[src/rtl/equiv_pkg.sv]
// Shared types and default widths for the equivalence miter sequencer.
package equiv_pkg;

    typedef enum logic [1:0] {
        IDLE = 2'd0,
        RUN  = 2'd1,
        DONE = 2'd2
    } state_t;

    localparam int DEF_N_IN  = 5;
    localparam int DEF_N_OUT = 1;
    localparam int DEF_CNT_W = 8;

endpackage

[src/rtl/equiv_miter_seq_if.sv]
// Control, status and netlist-facing signals of the miter sequencer.
interface equiv_miter_seq_if
    import equiv_pkg::*;
#(
    parameter int N_IN  = DEF_N_IN,
    parameter int N_OUT = DEF_N_OUT,
    parameter int CNT_W = DEF_CNT_W
);
    logic             start;
    logic             stop_on_fail;
    logic [N_IN-1:0]  vec;
    logic [N_OUT-1:0] dut_a_o;
    logic [N_OUT-1:0] dut_b_o;
    logic             busy;
    logic             done;
    logic             equiv;
    logic [N_IN-1:0]  fail_vec;
    logic [CNT_W-1:0] mism_cnt;

    // Environment side: issues commands and returns the netlist responses.
    modport master (
        output start, stop_on_fail, dut_a_o, dut_b_o,
        input  vec, busy, done, equiv, fail_vec, mism_cnt
    );

    // Sequencer side.
    modport slave (
        input  start, stop_on_fail, dut_a_o, dut_b_o,
        output vec, busy, done, equiv, fail_vec, mism_cnt
    );
endinterface

[src/rtl/miter_cmp.sv]
// Bitwise output comparator with a saturating mismatch counter.
module miter_cmp
    import equiv_pkg::*;
#(
    parameter int N_OUT = DEF_N_OUT,
    parameter int CNT_W = DEF_CNT_W
) (
    input  logic             clk,
    input  logic             rst,
    input  logic             clr,
    input  logic             en,
    input  logic [N_OUT-1:0] a,
    input  logic [N_OUT-1:0] b,
    output logic             mism,
    output logic [CNT_W-1:0] cnt
);
    assign mism = |(a ^ b);

    // NOTE: sequential state uses non-blocking assignments so every register
    // samples pre-edge values, independent of block ordering.
    always_ff @(posedge clk) begin
        if (rst || clr) begin
            cnt <= '0;
        end else if (en && mism && (cnt != '1)) begin
            cnt <= cnt + CNT_W'(1);
        end
    end
endmodule

[src/rtl/equiv_miter_seq.sv]
// Exhaustive vector sweeper feeding two combinational netlists, with a miter
// that reports equivalence, the first failing vector and a mismatch count.
module equiv_miter_seq
    import equiv_pkg::*;
#(
    parameter int N_IN  = DEF_N_IN,
    parameter int N_OUT = DEF_N_OUT,
    parameter int CNT_W = DEF_CNT_W
) (
    input logic              clk,
    input logic              rst,
    equiv_miter_seq_if.slave bus
);
    state_t           state;
    logic [N_IN-1:0]  vec_q;
    logic [N_IN-1:0]  fail_vec_q;
    logic             fail_seen;
    logic             stop_q;
    logic             busy_q;
    logic             done_q;
    logic             mism;
    logic [CNT_W-1:0] cnt;
    logic             accept;
    logic             run_en;
    logic             last_vec;

    assign accept   = bus.start && (state != RUN);
    assign run_en   = (state == RUN);
    assign last_vec = (vec_q == '1);

    miter_cmp #(
        .N_OUT (N_OUT),
        .CNT_W (CNT_W)
    ) u_cmp (
        .clk  (clk),
        .rst  (rst),
        .clr  (accept),
        .en   (run_en),
        .a    (bus.dut_a_o),
        .b    (bus.dut_b_o),
        .mism (mism),
        .cnt  (cnt)
    );

    always_ff @(posedge clk) begin
        if (rst) begin
            state      <= IDLE;
            vec_q      <= '0;
            fail_vec_q <= '0;
            fail_seen  <= 1'b0;
            stop_q     <= 1'b0;
            busy_q     <= 1'b0;
            done_q     <= 1'b0;
        end else begin
            case (state)
                IDLE, DONE: begin
                    if (bus.start) begin
                        state      <= RUN;
                        vec_q      <= '0;
                        fail_vec_q <= '0;
                        fail_seen  <= 1'b0;
                        stop_q     <= bus.stop_on_fail;
                        busy_q     <= 1'b1;
                        done_q     <= 1'b0;
                    end
                end
                RUN: begin
                    if (mism && !fail_seen) begin
                        fail_vec_q <= vec_q;
                        fail_seen  <= 1'b1;
                    end
                    // The last vector is compared in the same cycle it ends the sweep, so vec never wraps.
                    if (last_vec || (mism && stop_q)) begin
                        state  <= DONE;
                        busy_q <= 1'b0;
                        done_q <= 1'b1;
                    end else begin
                        vec_q <= vec_q + N_IN'(1);
                    end
                end
                default: begin
                    state  <= IDLE;
                    busy_q <= 1'b0;
                    done_q <= 1'b0;
                end
            endcase
        end
    end

    assign bus.vec      = vec_q;
    assign bus.busy     = busy_q;
    assign bus.done     = done_q;
    assign bus.equiv    = done_q && (cnt == '0);
    assign bus.fail_vec = fail_vec_q;
    assign bus.mism_cnt = cnt;
endmodule
[src/flat_wrapper.sv]
// flat-port wrapper written by rule: the top's interface ports become plain ports
module equiv_miter_seq_flat import equiv_pkg::*;
#(
    parameter int N_IN  = DEF_N_IN,
    parameter int N_OUT = DEF_N_OUT,
    parameter int CNT_W = DEF_CNT_W
)
  (clk, rst, bus_start, bus_stop_on_fail, bus_dut_a_o, bus_dut_b_o, bus_vec, bus_busy, bus_done, bus_equiv, bus_fail_vec, bus_mism_cnt);
  equiv_miter_seq_if #(.N_IN(N_IN), .N_OUT(N_OUT), .CNT_W(CNT_W)) bus_i ();
  input logic clk;
  input logic rst;
  input wire logic [$bits(bus_i.start)-1:0] bus_start;
  input wire logic [$bits(bus_i.stop_on_fail)-1:0] bus_stop_on_fail;
  input wire logic [$bits(bus_i.dut_a_o)-1:0] bus_dut_a_o;
  input wire logic [$bits(bus_i.dut_b_o)-1:0] bus_dut_b_o;
  output wire logic [$bits(bus_i.vec)-1:0] bus_vec;
  output wire logic [$bits(bus_i.busy)-1:0] bus_busy;
  output wire logic [$bits(bus_i.done)-1:0] bus_done;
  output wire logic [$bits(bus_i.equiv)-1:0] bus_equiv;
  output wire logic [$bits(bus_i.fail_vec)-1:0] bus_fail_vec;
  output wire logic [$bits(bus_i.mism_cnt)-1:0] bus_mism_cnt;
  assign bus_i.start = bus_start;
  assign bus_i.stop_on_fail = bus_stop_on_fail;
  assign bus_i.dut_a_o = bus_dut_a_o;
  assign bus_i.dut_b_o = bus_dut_b_o;
  assign bus_vec = bus_i.vec;
  assign bus_busy = bus_i.busy;
  assign bus_done = bus_i.done;
  assign bus_equiv = bus_i.equiv;
  assign bus_fail_vec = bus_i.fail_vec;
  assign bus_mism_cnt = bus_i.mism_cnt;
  equiv_miter_seq #(.N_IN(N_IN), .N_OUT(N_OUT), .CNT_W(CNT_W)) u_core (.clk(clk), .rst(rst), .bus(bus_i));
endmodule
[config.mk]
export PLATFORM = sky130hd
export DESIGN_NAME = equiv_miter_seq_flat
export DESIGN_NICKNAME = d
export VERILOG_FILES = /design/src/rtl/equiv_pkg.sv /design/src/rtl/equiv_miter_seq_if.sv /design/src/rtl/miter_cmp.sv /design/src/rtl/equiv_miter_seq.sv /design/src/flat_wrapper.sv
export SDC_FILE = /design/constraint.sdc
export NUM_CORES = 1
export LEC_CHECK = 0
export CAP_MARGIN = 20
export CORE_MARGIN = 5
export CORE_UTILIZATION = 43
export CTS_CLUSTER_DIAMETER = 200
export DETAILED_ROUTE_END_ITERATION = 10
export DONT_BUFFER_PORTS = 1
export SLEW_MARGIN = 20
export SYNTH_ARGS = -nofsm -noshare
export SYNTH_HDL_FRONTEND = slang
export SYNTH_SLANG_ARGS = --single-unit
[constraint.sdc]
create_clock -name clk -period 2.8 [get_ports clk]
set_clock_uncertainty 0.15 [all_clocks]
set_input_delay 0.56 -clock clk [delete_from_list [all_inputs] [get_ports clk]]
set_output_delay 0.56 -clock clk [all_outputs]
set_load 0.01 [all_outputs]
==> impl.org, run 1 <==
** Status
- The flow ran to the end, and the final reports show no timing, DRC or antenna violations.

** Hold path
- In this run the worst hold path is classified as in -> reg.
- Hold path cells :: 1
- For hold timing, the worst endpoint is u_core.bus.vec[2].
- Hold Crit Start :: rst

** STA
- In the finished design, the share of the clock period the worst path needs comes to 0.869.
- RSZ-0062 raised after global routing :: no
- Hold_ws :: around 0.15 ns
- For this run, the top clock speed supported by timing is between 0.4 and 0.5 GHz.
- The final-report hold violation count is 0.
- Setup violations remaining at the end of the flow were counted as 0.
- The final number of max-transition violations was 0.
- The worst pin sits at a relative slew slack of 0.383.
- At the pin with the least slew margin, the transition time is ~0.9 ns.
- The smallest clock period supported by the final layout is computed as ~2.4 ns.
- Final total negative setup slack :: 0 ns

** Synth
- Of the total synthesized cell area, the portion taken by XOR and XNOR cells is 0.0302.
- Number of warnings printed during yosys synthesis :: 0
- For this run, the register share of the synthesized area comes to 0.412.
- In the synthesized netlist the async set-or-reset flop fraction comes to 0.
- Cell count after synthesis :: between 100 and 150
- The number of nets handed over by synthesis was around 140.
- In the post-synthesis netlist, the biggest area contributors are sky130_fd_sc_hd__dfxtp_1, sky130_fd_sc_hd__a21oi_1, sky130_fd_sc_hd__nand2_1.
- Top cell type's share of synthesized area :: 0.412
- Synth area leader :: sky130_fd_sc_hd__dfxtp_1
- Mean instance size in the synthesized netlist :: 8.46 µm²
- Of the total synthesized cell area, the portion taken by full adders, half adders and majority gates is 0.0448.
- Proportion of synthesized area in mux cells :: 0.0269
- Of the total synthesized cell area, the portion taken by AND, OR, NAND and NOR gates is 0.289.
- In this run the cell area of the synthesized design comes to between 0.001 and 0.0015 mm².
- By area, the combinational part of the netlist is dominated by simple AND/OR/NAND/NOR gates.
- Counting flops and latches in the post-synthesis netlist gives 23.
- Counting flops with a built-in enable in the synthesized netlist gives 0.
- The synthesized netlist contains 36 unique library cells.
- For this run, the leading register cell type out of synthesis is sky130_fd_sc_hd__dfxtp_1.
- Compound-gate portion of the synthesized area :: 0.174

** Power
- Switch Pwr :: between 150 and 200 µW
- Total power draw :: roughly 570 µW
- Leak :: roughly 0.41 nW
- Sequential fraction of design power :: 0.612
- Clk network pwr share :: 0.271
- For this design the ratio of total power to cell area is just under 500 mW/mm².
- The worst-case IR drop observed on VDD is approximately 0.00026 V.
- Internal power comes to roughly 420 µW.
- Share of total power consumed by net switching :: 0.272
- The share of total power dissipated in combinational logic is 0.117.

** Routing
- Detailed routing inserted a total of approximately 970 vias.
- Wire length per cell :: ~15 µm
- In this run, the number of DRC markers left after iteration 0 of detailed routing was 29.
- In the routed layout, each cell is associated on average with a via count of just under 6.
- Antenna-violating nets left :: 0
- Overall routed net length :: between 2000 and 2500 µm
- For this run, design rule violations remaining after detail routing come to 0.
- Pre-antenna DRT Iters :: 4

** Global route
- First-pass GRT wire length :: between 4000 and 5000 µm
- Across every metal layer, demand over resource in global routing totals 0.144.
- The via count of the first global-routing pass is slightly above 900.
- After global routing the overflow that remains totals 0.
- Entering global routing, the biggest net connects 18 pins.
- The initial antenna violation count came to 0.

** Finish
- Compared with the post-synthesis result, the final layout area differs by 4.81%.
- Highest-count cells in the layout ignoring fill and taps :: sky130_fd_sc_hd__dfxtp_1, sky130_fd_sc_hd__nand2_1, sky130_fd_sc_hd__a21oi_1
- The finished layout holds 163 standard cells, fillers aside.
- Commonest non-fill, non-tap cell in the layout :: sky130_fd_sc_hd__dfxtp_1
- Counting the fill cells in the layout gives 257.
- Final core area utilization :: 0.473
- Number of nets at the end of the flow :: between 100 and 150
- Fraction of layout cells with a size suffix above 1 :: 0.0526
- Number of inserted diodes :: 0

** Place
- Placer's final routability congestion estimate :: about 0.75
- Including well taps, the total number of placed cells is roughly 160.
- Number of port buffers :: 0
- Detailed placer's ending HPWL :: 1810 µm

** Setup path
- Crit path required time :: roughly 2.1 ns
- In this run the critical register-to-register path is launched from u_core.bus.vec[0].
- Data arrives at the worst endpoint at 1.72 ns.
- On the critical path, the stage with the largest delay is an instance of sky130_fd_sc_hd__or4_1.
- Endpoint of the most critical register-to-register path :: u_core.bus.vec[3]
- Along the worst path, the maximum fanout reaches 8.
- In this design, the stage delay of the slowest critical-path cell is roughly 0.54 ns.
- Depth of the worst register-to-register path :: 7
- The setup path with the least slack is of type reg -> out.
- The worst setup path is captured at a primary output.
- Worst R2R Setup Slack :: 0.59 ns
- Kind of launch point of the worst setup path :: flop
- The critical path goes through or4_1 > nor4_1.

** Clock network
- Max Root-Sink Buffers :: 2
- H-tree level count :: 1
- The cell sitting at the root of the clock tree is a sky130_fd_sc_hd__clkbuf_4.
- TritonCTS clock tree :: done
- At the later pin of the worst-skew pair, clock insertion delay measures roughly 0.31 ns.
- Clock-pin slew was measured on the worst setup and hold paths at roughly 0.13 ns.
- Post-CTS repair changed the size of 0 cells.
- CTS Hold Bufs :: 0
- Once the clock tree was built, the setup fixing pass inserted 0 buffers.
- For this design, the sink count on the clock tree is 23.
- Clock tree synthesis inserted a total of 3 buffers.

** Floorplanning
- Core outline area :: approximately 0.0025 mm²
- Vertical die dimension :: a little over 60 µm
- Die area :: between 0.003 and 0.004 mm²
- During I/O placement, the number of pins put on the boundary was 27.
- Initial core utilization :: 0.451
- Row generation in the floorplan step produced 18 rows.
- The floorplan step set the die width to approximately 60 µm.

** Flow run
- Maxcap violations :: 0
how the worst max path moves through the flow:
| stage | start | end | slack, ns | cells past startpoint |
|---|---|---|---|---|
| CTS | u_core.u_cmp.cnt[2] | bus_equiv | 0.35 | 2 |
| floorplan | u_core.bus.vec[0] | u_core.bus.vec[3] | 0.79 | 7 |
| detailed placement | u_core.bus.vec[0] | u_core.bus.vec[3] | 0.60 | 7 |
| global placement | u_core.bus.vec[0] | u_core.bus.vec[3] | 0.63 | 7 |
| global route | u_core.u_cmp.cnt[2] | bus_equiv | 0.25 | 2 |
| finish | u_core.u_cmp.cnt[2] | bus_equiv | 0.37 | 2 |
power groups by stage:
| stage | logic, mW | registers (mW) | clock network (mW) |
|---|---|---|---|
| after global placement | 0.0649 | 0.357 | 0 |
| after detailed placement | 0.0668 | 0.357 | 0 |
| after global routing | 0.0756 | 0.352 | 0.174 |
| final | 0.0667 | 0.350 | 0.155 |
| after CTS | 0.0668 | 0.350 | 0.163 |
| after floorplan | 0.0571 | 0.354 | 0 |
worst max-delay path, delay by kind of cell (launching register included):
| family | cells | cell delay (ns) |
|---|---|---|
| and+or+nand+nor | 2 | 0.98 |
| DFF | 1 | 0.43 |
state kept, by name (all words and copies together) (netlist names):
register             flops
u_core.bus.fail_vec      5
u_core.state             2
u_core.bus.vec           5
u_core.stop_q            1
u_core.u_cmp.cnt         8
u_core.fail_seen         1
u_core.bus.busy          1
cell usage after synthesis, types with 2 or more instances:
cell type	instances
sky130_fd_sc_hd__nand3_1	6
sky130_fd_sc_hd__nor3_1	2
sky130_fd_sc_hd__a21oi_1	15
sky130_fd_sc_hd__dfxtp_1	23
sky130_fd_sc_hd__clkbuf_1	2
sky130_fd_sc_hd__xnor2_1	2
sky130_fd_sc_hd__o21ai_0	5
sky130_fd_sc_hd__o31ai_1	2
sky130_fd_sc_hd__nor2_1	12
sky130_fd_sc_hd__nand2b_1	3
sky130_fd_sc_hd__nand2_1	16
sky130_fd_sc_hd__mux2i_1	3
sky130_fd_sc_hd__and3_1	2
sky130_fd_sc_hd__ha_1	4
sky130_fd_sc_hd__inv_1	4
sky130_fd_sc_hd__nor2b_1	2
sky130_fd_sc_hd__or4_1	3
sky130_fd_sc_hd__nand3b_1	8
stage by stage:
step / instance area [µm²] / setup WS, ns
final: 1170 / 0.368
after global routing: 1170 / 0.250
after detailed placement: 1140 / 0.603
after floorplan: 1120 / 0.795
after global placement: 1140 / 0.631
after CTS: 1170 / 0.351
layout make-up:
type                            instances  area [µm²]  area share
Clock buffer                            3        22.5      0.0192
Clock inverter                          1        5.00     0.00427
Inverter                                4        15.0      0.0128
Multi-Input combinational cell        102         631       0.538
Sequential cell                        23         460       0.393
Tap cell                               30        37.5      0.0321
routing by layer:
layer	track usage	up-vias	routed length (µm)
met5	0	-	0
met4	0.0372	0	28
met3	0.0468	4	191
met2	0.215	24	1040
met1	0.200	461	1210
li1	-	480	-
cell families (layout without fill, tap and decap cells):
logic type      after synthesis  after routing
flops                        23             23
simple gates                 61             61
buf+inv                       7              8
compound gates               31             31
xor+xnor                      3              3
fa+ha+maj                     4              4
mux                           3              3
Note: power is estimated with default switching activity, not from simulation.
==> run 2, diff against run 1 <==
--- a/config.mk
+++ b/config.mk
@@ -8,9 +8,11 @@
 export CAP_MARGIN = 20
 export CORE_MARGIN = 5
 export CORE_UTILIZATION = 43
+export CTS_BUF_LIST = sky130_fd_sc_hd__clkbuf_8 sky130_fd_sc_hd__clkbuf_16
 export CTS_CLUSTER_DIAMETER = 200
 export DETAILED_ROUTE_END_ITERATION = 10
 export DONT_BUFFER_PORTS = 1
+export REMOVE_ABC_BUFFERS = 1
 export SLEW_MARGIN = 20
 export SYNTH_ARGS = -nofsm -noshare
 export SYNTH_HDL_FRONTEND = slang
==> run 2 against run 1 <==
Fmax grew 2.2%; first-iteration DRC count grew 93%; routed wire length shrank 2.0%; sequential share of layout area shrank 0.62 points; via count shrank 1.2%; sequential power is essentially flat; worst setup slack gained 0.053 ns; global-route usage shrank 0.52 points; count of clock-buffer cells in the layout is the same; combinational power shrank 2%; clock power grew 30%; non-clock buffer count is the same; critical path type unchanged.
==> impl.org, run 2 (synthesized netlist as in run 1, its figures left out) <==
** Status
- The run finished with clean final reports.

** Global route
- Pin count of the biggest net entering global routing :: 18
- Antenna violations before repair :: 0
- For this run the aggregate overflow at the end of global routing stands at 0.
- The via count of the first global-routing pass is 860.
- First-pass GRT wire length :: between 3000 and 4000 µm
- For this run, the total global-route usage over all layers was measured as 0.139.

** Setup path
- Sort of element at the end of the critical path :: primary output
- Data on the critical path arrives at its endpoint at 1.67 ns.
- Critical-path top delay cell :: sky130_fd_sc_hd__or4_1
- Number of cells on the critical path :: 2
- Crit-path max FO :: 8
- Endpoint of the most critical register-to-register path :: u_core.bus.vec[2]
- Crit path required time :: approximately 2.1 ns
- Depth of the worst register-to-register path :: 7
- Buffers plus inverters on the worst setup path :: 0
- RR Startpoint :: u_core.bus.vec[0]
- On the critical path the largest part of the delay comes from simple AND/OR/NAND/NOR gates.
- Biggest cell delay along the critical path :: 0.54 ns
- The most critical setup path has its endpoint at bus_equiv.
- The most critical setup path has its startpoint at u_core.u_cmp.cnt[2].
- CP Class :: reg -> out
- Crit path cell chain :: or4_1 > nor4_1
- Kind of launch point of the worst setup path :: flop
- Worst R2R Setup Slack :: 0.50 ns

** STA
- Setup repair after global routing left no endpoint under its margin.
- Hold Vio Cnt, Final :: 0
- Pin slew with the least headroom to its limit :: 0.886 ns
- Setup violations, final :: 0
- Hold is met by between 0.2 and 0.25 ns.
- Adding up every negative setup slack in the final design gives 0 ns.
- The final number of max-transition violations is 0.
- Rel. slew slack :: 0.405
- Across all setup checks in the final design, the least slack found is approximately 0.42 ns.
- Final critical-path share of the clock period :: 0.850
- The worst path in the final design needs a cycle of between 2 and 2.5 ns, including I/O delays and setup.
- Max Clock Freq :: roughly 0.42 GHz

** Routing
- The count of nets left with antenna violations once routing finished came out at 0.
- DRC marker count from the first detailed-route iteration :: 56
- In the routed layout, each cell is associated on average with a via count of around 5.9.
- Before antenna repair, the detailed router went through 4 iterations.
- Overall routed net length :: between 2000 and 2500 µm
- After detailed routing, the average wire length per cell comes to roughly 15 µm.
- In the routed design, unresolved DRC markers number 0.
- Total number of vias :: between 900 and 1000

** Flow run
- The tool flagged a number of max-cap violations equal to 0.

** Floorplanning
- Core outline area :: between 0.002 and 0.0025 mm²
- From left edge to right edge, the die measures between 60 and 70 µm.
- For this configuration, the core starts out at a cell density of 0.451.
- Top-Level Pins :: 27
- In this run the core area contains 18 standard-cell rows.
- The die is 61.0 µm tall.
- Die area :: approximately 0.0037 mm²

** Clock network
- After clock tree synthesis, the setup repair step added 0 buffers.
- The cell sitting at the root of the clock tree is a sky130_fd_sc_hd__clkbuf_8.
- At the later pin of the worst-skew pair, clock insertion delay measures around 0.26 ns.
- The number of gates resized after CTS was 0.
- Clock transition at the register clock pins on the worst setup and hold paths after CTS :: approximately 0.080 ns
- Sinks on Clock Net :: 23
- CTS built an H-tree with a depth of 1.
- In this run the deepest clock path goes through 2 buffers.
- Total clock buffers created by CTS :: 3
- CTS Hold Bufs :: 0
- TritonCTS built the clock tree.

** Finish
- Count of fill cells added during filler insertion :: between 200 and 300
- Register ranked first by flip-flop count :: u_core.u_cmp.cnt
- The number of antenna diodes in the final layout is 0.
- Number of flip-flops in the largest register :: 8
- In the final design database the tool counted about 140 nets.
- Fraction of layout cells with a size suffix above 1 :: 0.0526
- The area growth from synthesis to layout is 6.49%.
- Leaving out fill and tap cells, the most frequent cell in the layout is sky130_fd_sc_hd__dfxtp_1.
- Highest-count cells in the layout ignoring fill and taps :: sky130_fd_sc_hd__dfxtp_1, sky130_fd_sc_hd__nand2_1, sky130_fd_sc_hd__a21oi_1

** Power
- In this run the static leakage power is between 0.4 and 0.5 nW.
- Worst vdd ir :: about 0.00029 V
- Power spread over the standard cell area amounts to 519 mW/mm².

** Place
- Placer's final routability congestion estimate :: around 0.74
- Post-placement setup slack :: about 0.52 ns
- Input and output buffers added on the ports amount to 0.
- Once detailed placement completed, the half-perimeter wirelength came to 1770 µm.

** Hold path
- The min-delay analysis places its worst path in the category in -> reg.
## run 2: cell count changes in the layout (fill, tap and decap cells not counted)
cell	delta
sky130_fd_sc_hd__clkbuf_8	+3
sky130_fd_sc_hd__clkbuf_4	-3
## run 2: routing by layer
metal	track usage	wire [µm]	vias to the layer above
met5	0	0	-
met4	0.0464	29	0
met3	0.0340	210	4
met2	0.205	1020	39
met1	0.198	1170	435
li1	-	-	479
## run 2: power breakdown
group / switching, mW / total [mW] / internal [mW] / leakage, nW
registers: 0.0134 / 0.349 / 0.336 / 0.186
logic: 0.0398 / 0.0654 / 0.0257 / 0.209
clock network: 0.103 / 0.202 / 0.0991 / 0.0255
total: 0.156 / 0.617 / 0.461 / 0.421
## run 2: worst min-delay path by stage
| stage | from | end | cells past startpoint |
|---|---|---|---|
| after floorplan | u_core.fail_seen | u_core.fail_seen | 2 |
| after global placement | u_core.fail_seen | u_core.fail_seen | 2 |
| after detailed placement | u_core.fail_seen | u_core.fail_seen | 2 |
| after CTS | rst | u_core.bus.fail_vec[2] | 1 |
| after global routing | rst | u_core.state[0] | 1 |
| final | rst | u_core.bus.fail_vec[2] | 1 |
## run 2: through the flow
step | power [mW] | cell area, µm² | instances | util
after global routing | 0.652 | 1190 | 163 | 0.480
after detailed placement | 0.423 | 1140 | 159 | 0.462
final | 0.617 | 1190 | 163 | 0.480
after CTS | 0.625 | 1190 | 163 | 0.480
after floorplan | 0.408 | 1110 | 129 | -
after global placement | 0.422 | 1140 | 159 | 0.462
## run 2: cell type report
class / count / area (µm²) / share of cell area
multi-input combinational: 102 / 631 / 0.530
sequential: 23 / 460 / 0.387
clock buffer: 3 / 41.3 / 0.0347
tap: 30 / 37.5 / 0.0315
inverter: 4 / 15.0 / 0.0126
clock inverter: 1 / 5.00 / 0.00421
## run 2: worst reg2reg max path, stage by stage, from the launching register on
cell                       delay, ns
sky130_fd_sc_hd__dfxtp_1        0.39
sky130_fd_sc_hd__ha_1           0.26
sky130_fd_sc_hd__and3_1         0.19
sky130_fd_sc_hd__ha_1           0.21
sky130_fd_sc_hd__nor3b_1        0.30
sky130_fd_sc_hd__a21boi_0       0.45
sky130_fd_sc_hd__nand3b_1       0.13
sky130_fd_sc_hd__a21oi_1        0.15
==> run 3, diff against run 2 <==
==> constraint.sdc (replaced) <==
create_clock -name clk -period 2.1 [get_ports clk]
set_clock_uncertainty 0.15 [all_clocks]
set_input_delay 0.42 -clock clk [delete_from_list [all_inputs] [get_ports clk]]
set_output_delay 0.42 -clock clk [all_outputs]
set_load 0.01 [all_outputs]
==> run 3 against run 2 <==
Count of clock-buffer cells in the layout unchanged; routed wire length increased by 7.2%; first-iteration DRC count decreased by 27%; worst hold slack got worse by 0.14 ns; worst setup slack got worse by 0.33 ns; design area increased by 11%; sequential cell count unchanged; clock power increased by 32%; combinational power increased by 88%; utilization increased by 5.1 points; die area unchanged; critical endpoint unchanged.
==> impl.org, run 3 (synthesized netlist as in run 1, its figures left out) <==
** STA
- Static timing analysis puts the maximum clock frequency at about 0.5 GHz.
- The final-report hold violation count is 0.
- Dividing the final minimum period by the clock period gives 0.955.
- At the pin with the least slew margin, the transition time is 0.906 ns.
- The final number of max-transition violations came to 0.
- Hold_ws :: 0.0647 ns
- Rel. slew slack :: 0.391
- Adding up every negative setup slack in the final design gives 0 ns.
- Setup violations, final :: 0
- Minimum clock period after layout :: ~2.0 ns
- Setup repair after global routing left no endpoint under its margin.

** Routing
- Using the TritonRoute via totals, the vias-per-cell ratio works out to about 5.7.
- Signal routing reaches up to met4.
- For this block, the initial DRC count from the detailed router was 41.
- The final layout contains routed wiring with a total length of about 2600 µm.
- For this run, design rule violations remaining after detail routing come to 0.
- The pre-antenna-repair detailed-routing pass consisted of 4 iterations.
- WL met1 :: between 1000 and 1500 µm
- Total number of vias :: 985
- After detailed routing, the met2 layer carries 1130 µm of wire.
- Antenna-violating nets left :: 0
- Wire segments on met3 add up to around 220 µm in the final route.
- Dividing the detail-routed wire length by the instance count gives about 15 µm.

** Setup path
- At the worst endpoint, the required time is 1.53 ns.
- Biggest cell delay along the critical path :: 0.53 ns
- Of all nets on the critical path, the largest fanout is 6.
- Kind of launch point of the worst setup path :: flop
- Critical-path top delay cell :: sky130_fd_sc_hd__or4_1
- The setup path with the least slack is of type reg -> out.
- Sort of element at the end of the critical path :: primary output
- Cell family with most CP delay :: simple AND/OR/NAND/NOR gates
- For the worst setup path, the data arrival time is approximately 1.4 ns.
- Buffers plus inverters on the worst setup path :: 1
- Crit path cell chain :: or4_1 > nor4_2 > buf_4

** Hold path
- Class of the tightest hold or removal check :: in -> reg

** Global route
- Pin count of the biggest net entering global routing :: 18
- Vias in the first global route :: just under 900
- The initial antenna violation count is 0.
- The first global-routing pass estimated 4240 µm of wire.
- Sum of overflow across all layers after global routing :: 0
- All-layer global routing usage :: 0.153

** Clock network
- The clock net in this run drives a total of 23 sinks.
- Clock transition at the register clock pins on the worst setup and hold paths after CTS :: approximately 0.080 ns
- TritonCTS built the clock tree.
- Clk root buf :: sky130_fd_sc_hd__clkbuf_8
- CTS Hold Bufs :: 0
- H-tree level count :: 1
- Buffers inserted during clock tree synthesis total 3.
- The later pin in the worst-skew pair is clocked with a latency of 0.26 ns.
- Max Root-Sink Buffers :: 2

** Floorplanning
- Top-Level Pins :: 27
- The die covers 0.00372 mm².
- Core outline area :: roughly 0.0025 mm²
- The initial utilization of the core area, before any placement, comes to 0.451.
- The floorplan step set the die height to 61.0 µm.
- Row count :: 18
- The floorplan step set the die width to between 60 and 70 µm.

** Power
- Worst vdd ir :: roughly 0.00044 V
- Power Density :: between 600 and 700 mW/mm²
- Leak :: about 0.49 nW

** Finish
- Number of flip-flops in the largest register :: 8
- After the flow finishes, the layout carries non-filler instances totaling about 170.
- Number of inserted diodes :: 0
- Highest-count cells in the layout ignoring fill and taps :: sky130_fd_sc_hd__dfxtp_1, sky130_fd_sc_hd__nand2_1, sky130_fd_sc_hd__a21oi_1
- Fraction of layout cells with a size suffix above 1 :: 0.153
- Layout-stage area growth over the synthesis result :: 17.7%
- For this run, the post-layout net count is around 160.
- The register with the most flip-flops in the final layout is u_core.u_cmp.cnt.
- Leaving out fill and tap cells, the most frequent cell in the layout is sky130_fd_sc_hd__dfxtp_1.

** Place
- Detailed placer's ending HPWL :: 1840 µm
- Placer's final routability congestion estimate :: around 0.73
- DP Cell Count :: roughly 170
- Number of port buffers :: 0

** Flow run
- Maxcap violations :: 0

** Status
- Run status :: finished clean
## run 3: layer usage
metal  track usage  vias to the layer above
met5             0                        -
met2         0.215                       28
met1         0.213                      455
met3        0.0468                        6
li1              -                      496
met4        0.0712                        0
## run 3: layout make-up
class | instances | area, µm²
Sequential cell | 23 | 462
Tap cell | 30 | 37.5
Inverter | 4 | 15.0
Clock buffer | 3 | 41.3
Timing Repair Buffer | 11 | 82.6
Multi-Input combinational cell | 102 | 673
Fill cell | 240 | 1160
Clock inverter | 1 | 3.75
## run 3: what timing repair did
action / 4_1_cts / 5_1_grt
buffers inserted: 0 / 1
resized for setup: 0 / 8
endpoints found under the setup margin: 0 / 7
## run 3: path summary, 6_finish.rpt
kind / end / start / slack (ns) / depth (start not counted)
setup reg to reg: u_core.bus.vec[2] / u_core.bus.vec[0] / 0.13 / 8
hold / removal: u_core.bus.vec[1] / rst / 0.06 / 1
hold reg to reg: u_core.fail_seen / u_core.fail_seen / 0.37 / 2
setup / recovery: bus_equiv / u_core.u_cmp.cnt[3] / 0.09 / 3
## run 3: report_power, final
group	total [mW]	internal, mW	switching (mW)
Clock	0.267	0.131	0.137
Combinational	0.123	0.0570	0.0657
Sequential	0.463	0.448	0.0151
Total	0.853	0.635	0.218
## run 3: metrics by stage
step / cell area (µm²) / utilization / total power, mW / setup WS, ns
finish: 1320 / 0.531 / 0.853 / 0.0940
global route: 1320 / 0.531 / 0.893 / 0.00317
CTS: 1260 / 0.510 / 0.846 / 0.000579
detailed placement: 1220 / 0.492 / 0.578 / 0.106
global placement: 1220 / 0.492 / 0.576 / 0.158
floorplan: 1110 / - / 0.543 / 0.0947
## run 3: worst register-to-register path, delay by kind of cell, from the launching register on
| family | cells | cell delay [ns] |
|---|---|---|
| AND/OR/NAND/NOR | 3 | 0.53 |
| adder cells (fa/ha/maj) | 2 | 0.44 |
| flip-flops | 1 | 0.32 |
| AO/OA/AOI/OAI | 2 | 0.32 |
| buffers and inverters | 1 | 0.15 |
